**config.mk**
```make
export PLATFORM = sky130hd
export DESIGN_NAME = encode_pack
export DESIGN_NICKNAME = d
export VERILOG_FILES = /design/src/rtl/encode_pack_pkg.sv /design/src/rtl/encode_pack_shift.sv /design/src/rtl/encode_pack.sv
export SDC_FILE = /design/constraint.sdc
export NUM_CORES = 1
export LEC_CHECK = 0
export CORE_ASPECT_RATIO = 1.75
export CORE_MARGIN = 1.5
export CORE_UTILIZATION = 35
export CTS_CLUSTER_DIAMETER = 30
export DETAILED_ROUTE_END_ITERATION = 8
export PLACE_DENSITY_LB_ADDON = 0.08
export RECOVER_POWER = 25
export SYNTH_ARGS = -nofsm -noshare
export SYNTH_HDL_FRONTEND = slang
export SYNTH_SLANG_ARGS = --single-unit
```
**constraint.sdc**
```tcl
create_clock -name clk -period 9.7 [get_ports clk]
set_input_delay 0.97 -clock clk [delete_from_list [all_inputs] [get_ports clk]]
set_output_delay 0.97 -clock clk [all_outputs]
set_load 0.05 [all_outputs]
```
**src/rtl/encode_pack_pkg.sv**
```systemverilog
// Shared constants for the LZS bit packer: FSM encoding and the end-of-stream marker.
package encode_pack_pkg;

  localparam logic [2:0] ST_IDLE  = 3'd0;
  localparam logic [2:0] ST_RUN   = 3'd1;
  localparam logic [2:0] ST_MARK  = 3'd2;
  localparam logic [2:0] ST_FLUSH = 3'd3;
  localparam logic [2:0] ST_DONE  = 3'd4;

  localparam logic [8:0] LZS_END_MARK = 9'h180;
  localparam int         LZS_END_LEN  = 9;

endpackage

```
**src/rtl/encode_pack_shift.sv**
```systemverilog
// Inserts a right-justified field of ins_len bits into the accumulator,
// MSB-aligned at bit position pos counted from the accumulator's top.
module encode_pack_shift #(
  parameter int ACC_WIDTH  = 29,
  parameter int FILL_WIDTH = 5
) (
  input  logic [ACC_WIDTH-1:0]  acc,
  input  logic [FILL_WIDTH-1:0] pos,
  input  logic [ACC_WIDTH-1:0]  ins_bits,
  input  logic [FILL_WIDTH-1:0] ins_len,
  input  logic                  ins_en,
  output logic [ACC_WIDTH-1:0]  acc_out
);

  localparam logic [FILL_WIDTH-1:0] ACC_W_F = FILL_WIDTH'(ACC_WIDTH);

  logic [ACC_WIDTH-1:0]  mask;
  logic [ACC_WIDTH-1:0]  field;
  logic [FILL_WIDTH-1:0] sh;

  // Bits above the code length are don't-care on the input, so strip them.
  for (genvar gi = 0; gi < ACC_WIDTH; gi++) begin : g_mask
    assign mask[gi] = (FILL_WIDTH'(gi) < ins_len);
  end

  always_comb begin
    sh      = ACC_W_F - pos - ins_len;
    field   = (ins_bits & mask) << sh;
    acc_out = ins_en ? (acc | field) : acc;
  end

endmodule

```
**src/rtl/encode_pack.sv**
```systemverilog
// MSB-first variable-length code packer with optional LZS end marker,
// zero-padded flush and downstream FIFO backpressure.
module encode_pack
  import encode_pack_pkg::*;
#(
  parameter int OUT_WIDTH  = 16,
  parameter int CODE_WIDTH = 13,
  parameter int LEN_WIDTH  = 4,
  parameter int END_MARK   = 1
) (
  input  logic                  clk,
  input  logic                  rst,
  input  logic                  ce,
  input  logic                  cnt_output_enable,
  input  logic [CODE_WIDTH-1:0] cnt_output,
  input  logic [LEN_WIDTH-1:0]  cnt_len,
  input  logic                  cnt_finish,
  input  logic                  fo_full,
  output logic                  ready_o,
  output logic [OUT_WIDTH-1:0]  data_o,
  output logic                  valid_o,
  output logic                  done_o,
  output logic [15:0]           words_o
);

  localparam int ACC_WIDTH  = OUT_WIDTH + CODE_WIDTH;
  localparam int FILL_WIDTH = $clog2(ACC_WIDTH + 1);
  localparam logic [FILL_WIDTH-1:0] OUT_W_F = FILL_WIDTH'(OUT_WIDTH);

  logic [2:0]            state_reg, state_next;
  logic [FILL_WIDTH-1:0] fill_reg, fill_next, fill_base;
  logic [ACC_WIDTH-1:0]  acc_reg, acc_next, acc_base;
  logic [OUT_WIDTH-1:0]  data_reg;
  logic                  valid_reg;
  logic [15:0]           words_reg;

  logic [ACC_WIDTH-1:0]  ins_bits;
  logic [FILL_WIDTH-1:0] ins_len;
  logic                  ins_en;
  logic                  accept_code, accept_finish;
  logic                  emit_full, emit_pad, emit, mark_ins;

  // Accepting only below one word of fill guarantees the accumulator never overflows.
  assign ready_o       = ce & ~rst & (state_reg == ST_RUN) & (fill_reg < OUT_W_F);
  assign accept_code   = ready_o & cnt_output_enable;
  assign accept_finish = ready_o & cnt_finish;

  assign emit_full = (fill_reg >= OUT_W_F) & ~fo_full;
  assign emit_pad  = (state_reg == ST_FLUSH) & (fill_reg != '0) & (fill_reg < OUT_W_F) & ~fo_full;
  assign emit      = emit_full | emit_pad;
  assign mark_ins  = (state_reg == ST_MARK) & (fill_reg < OUT_W_F) & (END_MARK != 0);

  always_comb begin
    acc_base  = emit ? (acc_reg << OUT_WIDTH) : acc_reg;
    fill_base = emit_full ? (fill_reg - OUT_W_F) : (emit_pad ? '0 : fill_reg);
    ins_en    = 1'b0;
    ins_bits  = '0;
    ins_len   = '0;
    if (accept_code) begin
      ins_en   = 1'b1;
      ins_bits = ACC_WIDTH'(cnt_output);
      ins_len  = FILL_WIDTH'(cnt_len);
    end else if (mark_ins) begin
      ins_en   = 1'b1;
      ins_bits = ACC_WIDTH'(LZS_END_MARK);
      ins_len  = FILL_WIDTH'(LZS_END_LEN);
    end
    fill_next = fill_base + (ins_en ? ins_len : '0);
  end

  encode_pack_shift #(
    .ACC_WIDTH (ACC_WIDTH),
    .FILL_WIDTH(FILL_WIDTH)
  ) u_shift (
    .acc     (acc_base),
    .pos     (fill_base),
    .ins_bits(ins_bits),
    .ins_len (ins_len),
    .ins_en  (ins_en),
    .acc_out (acc_next)
  );

  always_comb begin
    state_next = state_reg;
    case (state_reg)
      ST_IDLE:  state_next = ST_RUN;
      ST_RUN:   if (accept_finish) state_next = (END_MARK != 0) ? ST_MARK : ST_FLUSH;
      ST_MARK:  if (fill_reg < OUT_W_F) state_next = ST_FLUSH;
      ST_FLUSH: if (fill_reg == '0) state_next = ST_DONE;
      ST_DONE:  state_next = ST_IDLE;
      default:  state_next = ST_IDLE;
    endcase
  end

  always_ff @(posedge clk) begin
    if (rst) begin
      state_reg <= ST_IDLE;
      fill_reg  <= '0;
      acc_reg   <= '0;
      data_reg  <= '0;
      valid_reg <= 1'b0;
      words_reg <= '0;
    end else if (ce) begin
      state_reg <= state_next;
      fill_reg  <= fill_next;
      acc_reg   <= acc_next;
      valid_reg <= emit;
      if (emit) begin
        data_reg  <= acc_reg[ACC_WIDTH-1 -: OUT_WIDTH];
        words_reg <= words_reg + 16'd1;
      end
    end
  end

  // Strobes are gated so a frozen or resetting block never presents a write.
  assign data_o  = data_reg;
  assign valid_o = valid_reg & ce & ~rst;
  assign done_o  = ce & ~rst & (state_reg == ST_DONE);
  assign words_o = words_reg;

endmodule

```
# [Yosys cells after proc, flatten, opt, wreduce, memory -nomap -nowiden]
# Index checks and enable logic that the tools add are counted.
[classes] addsub=5 n_mul=0 n_div=0 n_lt_le_gt_ge=31 n_eq_ne=7 shifts=1 n_mux=15 n_bitwise=18 reduce_logical=5
[op_table] op="2-to-1 mux 29 bit" count=3
[op_table] op="< comparator 5 bit (first input constant)" count=13
[op_table] op="< comparator 4 x 5 -> 1 bit (first input constant)" count=8
[op_table] op="bitwise AND 29 bit" count=1
[op_table] op="bitwise OR 29 bit" count=1
[op_table] op="left shift 29 x 5 -> 29 bit" count=1
[op_table] op="< comparator 3 x 5 -> 1 bit (first input constant)" count=4
[op_table] op="2-to-1 mux 5 bit" count=4
[op_table] op="adder 16 x 1 -> 16 bit (second input constant)" count=1
[op_table] op="bitwise AND 1 bit" count=13
[op_table] op="one-hot mux 3 bit (4 select lines)" count=1
[op_table] op="< comparator 1 x 5 -> 1 bit (first input constant)" count=2
[op_table] op="< comparator 2 x 5 -> 1 bit (first input constant)" count=2
[op_table] op="2-to-1 mux 3 bit" count=3
[op_table] op="2-to-1 mux 9 bit" count=1
[op_table] op="== test 3 x 2 -> 1 bit (second input constant)" count=2
[op_table] op="adder 5 bit" count=1
[op_table] op="greater-or-equal comparator 5 bit (second input constant)" count=1
[op_table] op="logical NOT 5 bit" count=1
[op_table] op="< comparator 5 bit (second input constant)" count=1
[op_table] op="nonzero test 5 bit" count=1
[op_table] op="subtractor 5 bit" count=1
[op_table] op="subtractor 5 bit (first input constant)" count=1
[op_table] op="subtractor 5 bit (second input constant)" count=1
[op_table] op="other kinds (11)" count=14
[totals] regBits=70 latch_bits=0 mem_bits_rw=0 rom_bits=0 inputBits=23 output_inout_bits=35 elab_cells=88 mem_count=0

# [Depth between registers and ports, before layout]
# Gate-level depths: netlist of the first run.
[logic_depth] word_depth=11 ltp_mapped=18 mapped_depth_nobuf=15

# [Hierarchy]
# Synthesis of the first run repeated with hierarchy kept, for this count alone.
[unflattened] hier_cells=800 hier_area_um2=6033.3
[modules_own_cells] mod="encode_pack" instances=1 cells_per_inst=428 area_per_inst_um2=3529.6 seq_area_each_um2=1401.3
[modules_own_cells] mod="encode_pack_shift" instances=1 cells_per_inst=372 area_per_inst_um2=2503.7 seq_area_each_um2=0.0

# [Worst setup path before layout of the first run]
# No wires, ideal clock.
[synth_timing] kind="input-to-reg" from="input rst" to="register acc_reg[17]" t_arrival_ps=4256 required_ps=9597 path_slack_ps=5341 path_stages=17 path_cell_list="clkbuf_1 nand4bb_1 nor2_1 clkbuf_1 nand2_1 inv_1 ha_1 inv_1 ha_1 fa_1 clkbuf_1 nor2_1 nand2_1 o21ai_0 a21o_1 a21oi_1 a2111oi_2"
[synth_via] elab_chain_len=11
[synth_lines] element="start: declaration" line_no="encode_pack.sv:12" source="input logic rst,"
[synth_lines] element="inverter 1 bit" line_no="encode_pack.sv:44" source="assign ready_o = ce & ~rst & (state_reg == ST_RUN) & (fill_reg < OUT_W_F);"
[synth_lines] element="bitwise AND 1 bit (3 in series)" line_no="encode_pack.sv:44"
[synth_lines] element="bitwise AND 1 bit" line_no="encode_pack.sv:45" source="assign accept_code = ready_o & cnt_output_enable;"
[synth_lines] element="2-to-1 mux 5 bit" line_no="encode_pack.sv:59" source="if (accept_code) begin"
[synth_lines] element="< comparator 1 x 5 -> 1 bit (tied with other cells)" line_no="encode_pack_shift.sv:23" source="assign mask[gi] = (FILL_WIDTH'(gi) < ins_len);"
[synth_lines] element="bitwise AND 29 bit" line_no="encode_pack_shift.sv:28" source="field = (ins_bits & mask) << sh;"
[synth_lines] element="left shift 29 x 5 -> 29 bit" line_no="encode_pack_shift.sv:28"
[synth_lines] element="bitwise OR 29 bit" line_no="encode_pack_shift.sv:29" source="acc_out = ins_en ? (acc | field) : acc;"
[synth_lines] element="2-to-1 mux 29 bit" line_no="encode_pack_shift.sv:29"
[synth_lines] element="end signal: assignment" line_no="encode_pack.sv:106" source="acc_reg <= acc_next;"
[synth_lines] element="end: declaration" line_no="encode_pack.sv:32" source="logic [ACC_WIDTH-1:0] acc_reg, acc_next, acc_base;"
# Parallel ways exist; a longest one is shown, timed or not.
# A chain may end at the register's enable or synchronous reset.

# [Worst setup path after layout of the first run]
[layout_timing] from="input ce" to="register acc_reg[20]"
[layout_via] elab_chain_len=10
[layout_lines] element="start: declaration" line_no="encode_pack.sv:13" source="input logic ce,"
[layout_lines] element="bitwise AND 1 bit (3 in series)" line_no="encode_pack.sv:44"
[layout_lines] element="bitwise AND 1 bit" line_no="encode_pack.sv:45"
[layout_lines] element="2-to-1 mux 5 bit" line_no="encode_pack.sv:59"
[layout_lines] element="< comparator 1 x 5 -> 1 bit (tied with other cells)" line_no="encode_pack_shift.sv:23"
[layout_lines] element="bitwise AND 29 bit" line_no="encode_pack_shift.sv:28"
[layout_lines] element="left shift 29 x 5 -> 29 bit" line_no="encode_pack_shift.sv:28"
[layout_lines] element="bitwise OR 29 bit" line_no="encode_pack_shift.sv:29"
[layout_lines] element="2-to-1 mux 29 bit" line_no="encode_pack_shift.sv:29"
# Parallel ways exist; a longest one is shown, timed or not.

==> flow_summary.yaml, run 1 <==
die:
  rows: 55
  die_w_um: 89.3
  core_region_area_mm2: 0.0128
  start_util: 0.356
  pin_count: 58
  die_area_mm2: 0.0137
  die_h_um: 154
final_layout:
  largest_register_ffs: 29
  final_cell_mix: "nand2_1, dfxtp_1, nor2_1"
  fill_cells: 1388
  nets: 672
  drive_gt1_frac: 0.0672
  syn_to_final_growth_pct: 20.5
  layout_commonest_cell: "nand2_1"
  diodes: 0
setup_path:
  cp.required_ps: 9930
  reg2reg_to: "acc_reg[20]"
  crit_path_cell_trace: "clkdlybuf4s50_1, clkbuf_1, nand4bb_1, nor2_1, buf_4, nand2_1, nand2_1, ha_1, inv_1, ha_1, fa_1, inv_1, or3_1, a211oi_1, a21o_1, nand2_1, a311oi_1"
  crit_cells: 17
  worstSetupStartpointType: "input pin"
  critPathMaxStageDelay_ps: 1260
  worstSetupEndpointType: "flip-flop"
  crit_arrival_ps: 6690
  critPathLaunch: "ce"
  cp_common_cell: "nand2_1"
  cp_max_fo: 35
  crit_end: "acc_reg[20]"
  rrSetupSlack_ps: 4980
  crit_type: "in -> reg"
  crit_path_top_delay_cell: "clkbuf_1"
  path_delay_family: "buffers and inverters"
  reg2reg_from: "state_reg[0]"
  reg2reg_depth: 15
  path_buf_inv: 5
sta:
  maxSlewViolCount: 72
  period_needed_ps: 6450
  skew_ps: 7.70
  rsz0062_at_grt: "no"
  setup_viol: 0
  timing.fmax_mhz: 155
  worst_pin_slew_ps: 1760
  relSlewSlack: -0.176
  fin_setup_tns_ps: 0
  finalHoldViolCount: 0
  period_share: 0.665
grt:
  grt_pass1_vias: 4400
  grt_pass1_wl_um: 23600
  grt_usage: 0.222
  grt_max_degree: 72
  antenna_found_initial: 0
  grt_overflow: 0
clocking:
  cts.sinks: 70
  clock_latency_ps: 340
  htreeDepth: 3
  cts-buffers-inserted: 9
  cts_setup_buffers: 0
  cts-resized-gates: 0
  cts_hold_buf: 0
  clockRootBuffer: "clkbuf_16"
  clk_pin_slew_worst_paths_ps: 60
  cts_buffer_depth: 2
  cts_tree: "done"
job:
  maxCapViolCount: 2
synthesis:
  synth-seq-cells: 70
  synthFlopType: "dfxtp_1"
  syn_avg_cell_area_um2: 7.56
  synth_warnings: 0
  syn-num-nets: 640
  synth_area_leaders: "dfxtp_1, nand2_1, nor2_1, a21oi_1, ha_1"
  syn_area_mm2: 0.00456
  synth_edf_count: 0
  async_flop_share: 0
  yosys.area.top_type: "dfxtp_1"
  yosysSeqAreaShare: 0.307
  syn_inst: 603
  yosysUniqueCellTypes: 77
  yosys.area.top_type_share: 0.307
place:
  io_buffers: 57
  hpwl_um: 11000
  routabilityCongestion: 0.917
route:
  viasPerCell: 5.68
  routedWlPerCell_um: 18.3
  vias: 4610
  firstDrtPassIters: 5
  drt-total-wl_um: 14800
  drc_errors: 0
  drtIter0Drc: 269
  drt.antenna.violating_nets: 0
status:
  violations: "max-capacitance violations, max-slew violations"
  status: "finished, violations left"
power_and_ir_drop:
  peakVddDrop_mv: 0.0778
  cellLeakagePower_nw: 2.04
  powerDensity_mw_per_mm2: 131
  finalPower_mw: 0.722
worst_hold_path:
  hold_class: "reg -> reg"
[layout make-up]
cell class              count  area (um^2)  area share
inverters                  18         67.6      0.0123
flip-flops and latches     70         1400       0.255
repair buffers             66          626       0.114
well taps                 171          214      0.0390
clock inverters             6         37.5     0.00683
multi-input cells         470         2910       0.529
clock buffers              10          239      0.0435
[Yosys cell counts (8+ instances only)]
master and number:
nand2_1 85, dfxtp_1 70, nor2_1 69, a21oi_1 44, clkbuf_1 36, o21ai_0 26
nor3_1 21, inv_1 18, nand3_1 17, mux2i_1 13, xor2_1 13, ha_1 12
nand4_1 10, a211oi_1 8, a21o_1 8
[worst register-to-register path: cells and delay by family (launching register included)]
kind,cells,cell delay [ps]
and+or+nand+nor,6,1430
AOI/OAI and AO/OA,3,690
buffers and inverters,3,580
DFF,1,610
adders and majority gates,3,1320
[power by group]
group | internal [mW] | switching (mW) | total (mW)
sequential | 0.291 | 0.00425 | 0.295
combinational | 0.0425 | 0.0779 | 0.120
clock | 0.178 | 0.129 | 0.307
[worst min-delay path by stage]
stage,startpoint,to,slack (ps),cells past startpoint
5_1_grt,data_o[9],data_o[9],480,2
3_3_place_gp,acc_reg[12],acc_reg[12],440,2
6_report,data_o[8],data_o[8],450,2
3_5_place_dp,acc_reg[12],acc_reg[12],440,2
2_1_floorplan,acc_reg[12],acc_reg[12],420,2
4_1_cts,data_o[0],data_o[0],460,2
[cell families (layout without fill, tap and decap cells)]
group / count (synthesis) / after routing / share of synthesized area
AND/OR/NAND/NOR: 256 / 256 / 0.268
AO/OA/AOI/OAI: 162 / 162 / 0.247
flip-flops: 70 / 70 / 0.307
buffers and inverters: 63 / 100 / 0.0549
XOR/XNOR: 20 / 20 / 0.0384
multiplexers: 18 / 18 / 0.0434
adder cells (fa/ha/maj): 14 / 14 / 0.0417
[layer usage]
metal / vias to the layer above / routed length, um / track usage
met4: 0 / 561 / 0.0974
met3: 33 / 536 / 0.0295
met2: 143 / 7800 / 0.398
met5: - / 0 / 0
li1: 2245 / - / -
met1: 2189 / 5920 / 0.251
[metrics by stage]
stage / hold WS [ps] / cell area, um^2 / utilization / worst slack, ps / cells
floorplan: 421 / 4560 / - / 5340 / 603
global placement: 440 / 5220 / 0.408 / 4120 / 795
detailed placement: 444 / 5220 / 0.408 / 4070 / 795
CTS: 457 / 5500 / 0.430 / 4420 / 811
global route: 476 / 5490 / 0.429 / 2870 / 811
finish: 452 / 5490 / 0.429 / 3250 / 811
Note: power is estimated with default switching activity, not from simulation.
==> run 2, diff against run 1 <==
==> constraint.sdc (replaced) <==
create_clock -name clk -period 5.49 [get_ports clk]
set_input_delay 0.549 -clock clk [delete_from_list [all_inputs] [get_ports clk]]
set_output_delay 0.549 -clock clk [all_outputs]
set_load 0.05 [all_outputs]
==> flow_summary.yaml, run 2 (synthesis gave the netlist of run 1 again) <==
clocking:
  cts-buffers-inserted: 9
  htreeDepth: 3
  cts_buffer_depth: 2
  cts-resized-gates: 0
  clk_pin_slew_worst_paths_ps: 60
  clock_latency_ps: 340
  cts_tree: "done"
  cts_setup_buffers: 0
  clockRootBuffer: "clkbuf_16"
  cts.sinks: 70
  cts_hold_buf: 0
worst_hold_path:
  hold_end: "data_o[0]"
  worstHoldPathCells: 2
  hp-start: "data_o[0]"
  hold_class: "reg -> reg"
setup_path:
  rrSetupSlack_ps: 990
  reg2reg_to: "acc_reg[21]"
  reg2reg_from: "state_reg[0]"
  cp_max_fo: 14
  worstSetupEndpointType: "flip-flop"
  crit_type: "in -> reg"
  cp.required_ps: 5740
  reg2reg_depth: 13
  crit_arrival_ps: 4770
  worstSetupStartpointType: "input pin"
route:
  viasPerCell: 5.60
  drt.antenna.violating_nets: 0
  drtIter0Drc: 243
  drt-total-wl_um: 14400
  vias: 4561
  drc_errors: 0
  firstDrtPassIters: 5
  routedWlPerCell_um: 17.6
grt:
  busiest_layer: "met2"
  grt_pass1_vias: 4544
  grt_overflow: 0
  antenna_found_initial: 0
  grt_usage: 0.221
  use_met1: 0.247
  grt_use_met2: 0.387
  grt_max_degree: 70
  grt_pass1_wl_um: 23600
  use_met3: 0.0301
sta:
  period_needed_ps: 4510
  period_share: 0.822
  timing.fmax_mhz: 221
  setup_viol: 0
  skew_ps: 9.66
  maxSlewViolCount: 0
  finalHoldViolCount: 0
  rsz0062_at_grt: "no"
  relSlewSlack: 0.260
  fin_setup_tns_ps: 0
  holdWs_ps: 450
  worst_pin_slew_ps: 1110
final_layout:
  diodes: 0
  fill_cells: 1375
  drive_gt1_frac: 0.0745
  largest_register_ffs: 29
  layout_commonest_cell: "nand2_1"
  nets: 676
  area.sequential_mm2: 0.00140
  final_cell_mix: "nand2_1, dfxtp_1, nor2_1"
  syn_to_final_growth_pct: 21.6
  multi_input_area_mm2: 0.00291
power_and_ir_drop:
  peakVddDrop_mv: 0.156
  cellLeakagePower_nw: 2.08
  powerDensity_mw_per_mm2: 236
die:
  pin_count: 58
  die_w_um: 89.3
  core_region_area_mm2: 0.0128
  die_h_um: 154
  start_util: 0.356
  die_area_mm2: 0.0137
  rows: 55
status:
  status: "completed"
job:
  maxCapViolCount: 0
place:
  io_buffers: 57
  hpwl_um: 10800
  routabilityCongestion: 0.899
## run 2: cell types whose count changed in the layout (fill, tap and decap cells not counted), sizes merged
cell,previous run,this run
clkbuf,12,10
inv,18,19
clkdlybuf4s50,32,31
clkinvlp,3,1
buf,8,14
bufinv,0,1
dlygate4sd3,24,25
## run 2: final cells by class
class	count	area share
Timing Repair Buffer	70	0.120
Tap cell	171	0.0386
Clock buffer	10	0.0413
Clock inverter	6	0.0111
Inverter	18	0.0122
Multi-Input combinational cell	470	0.524
Sequential cell	70	0.253
## run 2: how the worst max path moves through the flow
stage               cells past startpoint           to  slack [ps]  from
global placement                       13  acc_reg[13]         740    ce
global route                           13  acc_reg[13]         660    ce
detailed placement                     13  acc_reg[13]         650    ce
finish                                 14  acc_reg[21]         980    ce
floorplan                              17  acc_reg[17]        1550   rst
CTS                                    13  acc_reg[13]         980    ce
## run 2: report_power, final
group | total [mW] | internal [mW] | leakage (nW) | switching [mW]
Clock | 0.578 | 0.351 | 0.143 | 0.227
Combinational | 0.212 | 0.0784 | 1.37 | 0.134
Sequential | 0.520 | 0.513 | 0.565 | 0.00632
Total | 1.31 | 0.943 | 2.08 | 0.367
## run 2: metrics by stage
stage	worst slack [ps]	utilization	instance area [um^2]	power, mW	instances
floorplan	1550	-	4560	0.675	603
global route	655	0.433	5540	1.37	815
finish	975	0.433	5540	1.31	815
global placement	743	0.410	5250	0.741	799
detailed placement	652	0.410	5250	0.741	799
CTS	977	0.433	5540	1.32	815
## run 2: metal layers
layer	up-vias	share of wire
met5	-	0
met1	2115	0.39
li1	2252	-
met4	0	0.053
met2	151	0.53
met3	43	0.035
## run 2: worst max-delay path: stages
cell and delay, ps:
clkdlybuf4s50_1 490, nand4bb_1 340, nor2_1 190, buf_4 220
nand2_1 120, inv_1 130, ha_1 160, inv_1 50
ha_1 220, fa_1 750, inv_1 240, o32ai_1 860
a221oi_1 240, nor3_1 200
==> run 3, diff against run 2 <==
==> constraint.sdc (replaced) <==
create_clock -name clk -period 3.75 [get_ports clk]
set_input_delay 0.375 -clock clk [delete_from_list [all_inputs] [get_ports clk]]
set_output_delay 0.375 -clock clk [all_outputs]
set_load 0.05 [all_outputs]
==> flow_summary.yaml, run 3 (synthesis gave the netlist of run 1 again) <==
die:
  die_area_mm2: 0.0137
  rows: 55
  die_w_um: 89.3
  pin_count: 58
  core_region_area_mm2: 0.0128
  start_util: 0.356
  die_h_um: 154
route:
  firstDrtPassIters: 5
  drt-total-wl_um: 15200
  routedWlPerCell_um: 17.4
  drc_errors: 0
  drtIter0Drc: 186
  drt.antenna.violating_nets: 0
  viasPerCell: 5.53
  vias: 4854
sta:
  fin_setup_tns_ps: 0
  relSlewSlack: 0.492
  period_share: 0.934
  skew_ps: 7.07
  timing.fmax_mhz: 285
  maxSlewViolCount: 0
  worst_pin_slew_ps: 763
  period_needed_ps: 3500
  finalHoldViolCount: 0
  setup_viol: 0
  rsz0062_at_grt: "no"
job:
  maxCapViolCount: 0
power_and_ir_drop:
  switching_power_mw: 0.538
  cellLeakagePower_nw: 2.40
  p_comb_frac: 0.189
  p_int_mw: 1.46
  peakVddDrop_mv: 0.192
  clockPowerShare: 0.432
  swShare: 0.269
  seqPwrFrac: 0.379
  powerDensity_mw_per_mm2: 330
grt:
  grt_usage: 0.232
  grt_max_degree: 70
  grt_overflow: 0
  grt_pass1_vias: 4761
  grt_pass1_wl_um: 24600
  antenna_found_initial: 0
setup_path:
  worstSetupEndpointType: "flip-flop"
  reg2reg_depth: 14
  crit_arrival_ps: 3760
  reg2reg_to: "acc_reg[27]"
  crit_type: "reg -> reg"
  rrSetupSlack_ps: 250
  cp_max_fo: 9
  reg2reg_from: "state_reg[2]"
  worstSetupStartpointType: "flip-flop"
  cp.required_ps: 4010
clocking:
  cts_hold_buf: 0
  htreeDepth: 3
  cts-buffers-inserted: 9
  clockRootBuffer: "clkbuf_16"
  cts.sinks: 70
  clk_pin_slew_worst_paths_ps: 60
  cts_buffer_depth: 2
  cts_setup_buffers: 0
  clock_latency_ps: 330
  cts_tree: "done"
place:
  hpwl_um: 11800
  dp.cells: 861
  io_buffers: 57
  routabilityCongestion: 0.902
final_layout:
  layout_commonest_cell: "nand2_1"
  diodes: 0
  final_cell_mix: "nand2_1, buf_4, dfxtp_1"
  nets: 738
  drive_gt1_frac: 0.167
  area.sequential_mm2: 0.00140
  fill_cells: 1349
  stdcell_count: 877
  largest_register_ffs: 29
  syn_to_final_growth_pct: 33.0
  multi_input_area_mm2: 0.00293
  fin_util: 0.474
status:
  status: "completed"
worst_hold_path:
  hold_class: "reg -> reg"
  hp-start: "data_o[7]"
  worstHoldPathCells: 2
  hold_end: "data_o[7]"
## run 3: layout make-up
class                           instances  area share
Multi-Input combinational cell        470       0.484
Sequential cell                        70       0.231
Timing Repair Buffer                  132       0.188
Clock buffer                           11      0.0417
Tap cell                              171      0.0353
Inverter                               18      0.0111
Clock inverter                          5     0.00928
## run 3: how the worst max path moves through the flow
| stage | to | slack [ps] | start | depth (start not counted) |
|---|---|---|---|---|
| 2_1_floorplan | acc_reg[17] | 10 | state_reg[1] | 18 |
| 3_3_place_gp | acc_reg[27] | -50 | ce | 16 |
| 3_5_place_dp | acc_reg[28] | -70 | ce | 15 |
| 4_1_cts | acc_reg[27] | 110 | state_reg[2] | 14 |
| 5_1_grt | acc_reg[16] | 3 | state_reg[2] | 13 |
| 6_report | acc_reg[27] | 250 | state_reg[2] | 14 |
## run 3: per-stage QoR
| step | total power [mW] | setup slack, ps | hold slack (ps) | instance area [um^2] |
|---|---|---|---|---|
| after floorplan | 0.988 | 11.6 | 421 | 4560 |
| after global routing | 2.09 | 3.38 | 472 | 6070 |
| after global placement | 1.14 | -46.4 | 435 | 5730 |
| after detailed placement | 1.14 | -74.8 | 440 | 5730 |
| after CTS | 2.01 | 111 | 452 | 6040 |
| final | 2.00 | 246 | 450 | 6070 |
## run 3: layer usage
| metal | share of wire | up-vias | track usage |
|---|---|---|---|
| li1 | - | 2375 | - |
| met1 | 0.38 | 2305 | 0.249 |
| met2 | 0.55 | 136 | 0.436 |
| met3 | 0.031 | 38 | 0.0215 |
| met4 | 0.037 | 0 | 0.105 |
| met5 | 0 | - | 0 |
## run 3: worst max-delay path: stages (launching register included)
cell     delay, ps
dfxtp_1        370
buf_4          170
or4b_1         570
buf_4          220
nand2_1        120
ha_1           260
inv_1           80
ha_1           280
a21oi_1        250
xnor2_1        240
nand2_1        170
nor4_2         330
buf_4          170
nor3_1          40
o22ai_1        150
## run 3: power by group through the flow
stage	logic (mW)	clock network, mW	registers (mW)
after floorplan	0.216	0	0.772
after global placement	0.368	0	0.774
after detailed placement	0.369	0	0.774
after CTS	0.371	0.885	0.758
after global routing	0.408	0.924	0.759
final	0.377	0.864	0.758
## run 3: timing repair
item,CTS,global route
endpoints found under the setup margin,0,7
gates resized for setup,0,6
hold endpoints to repair,0,0
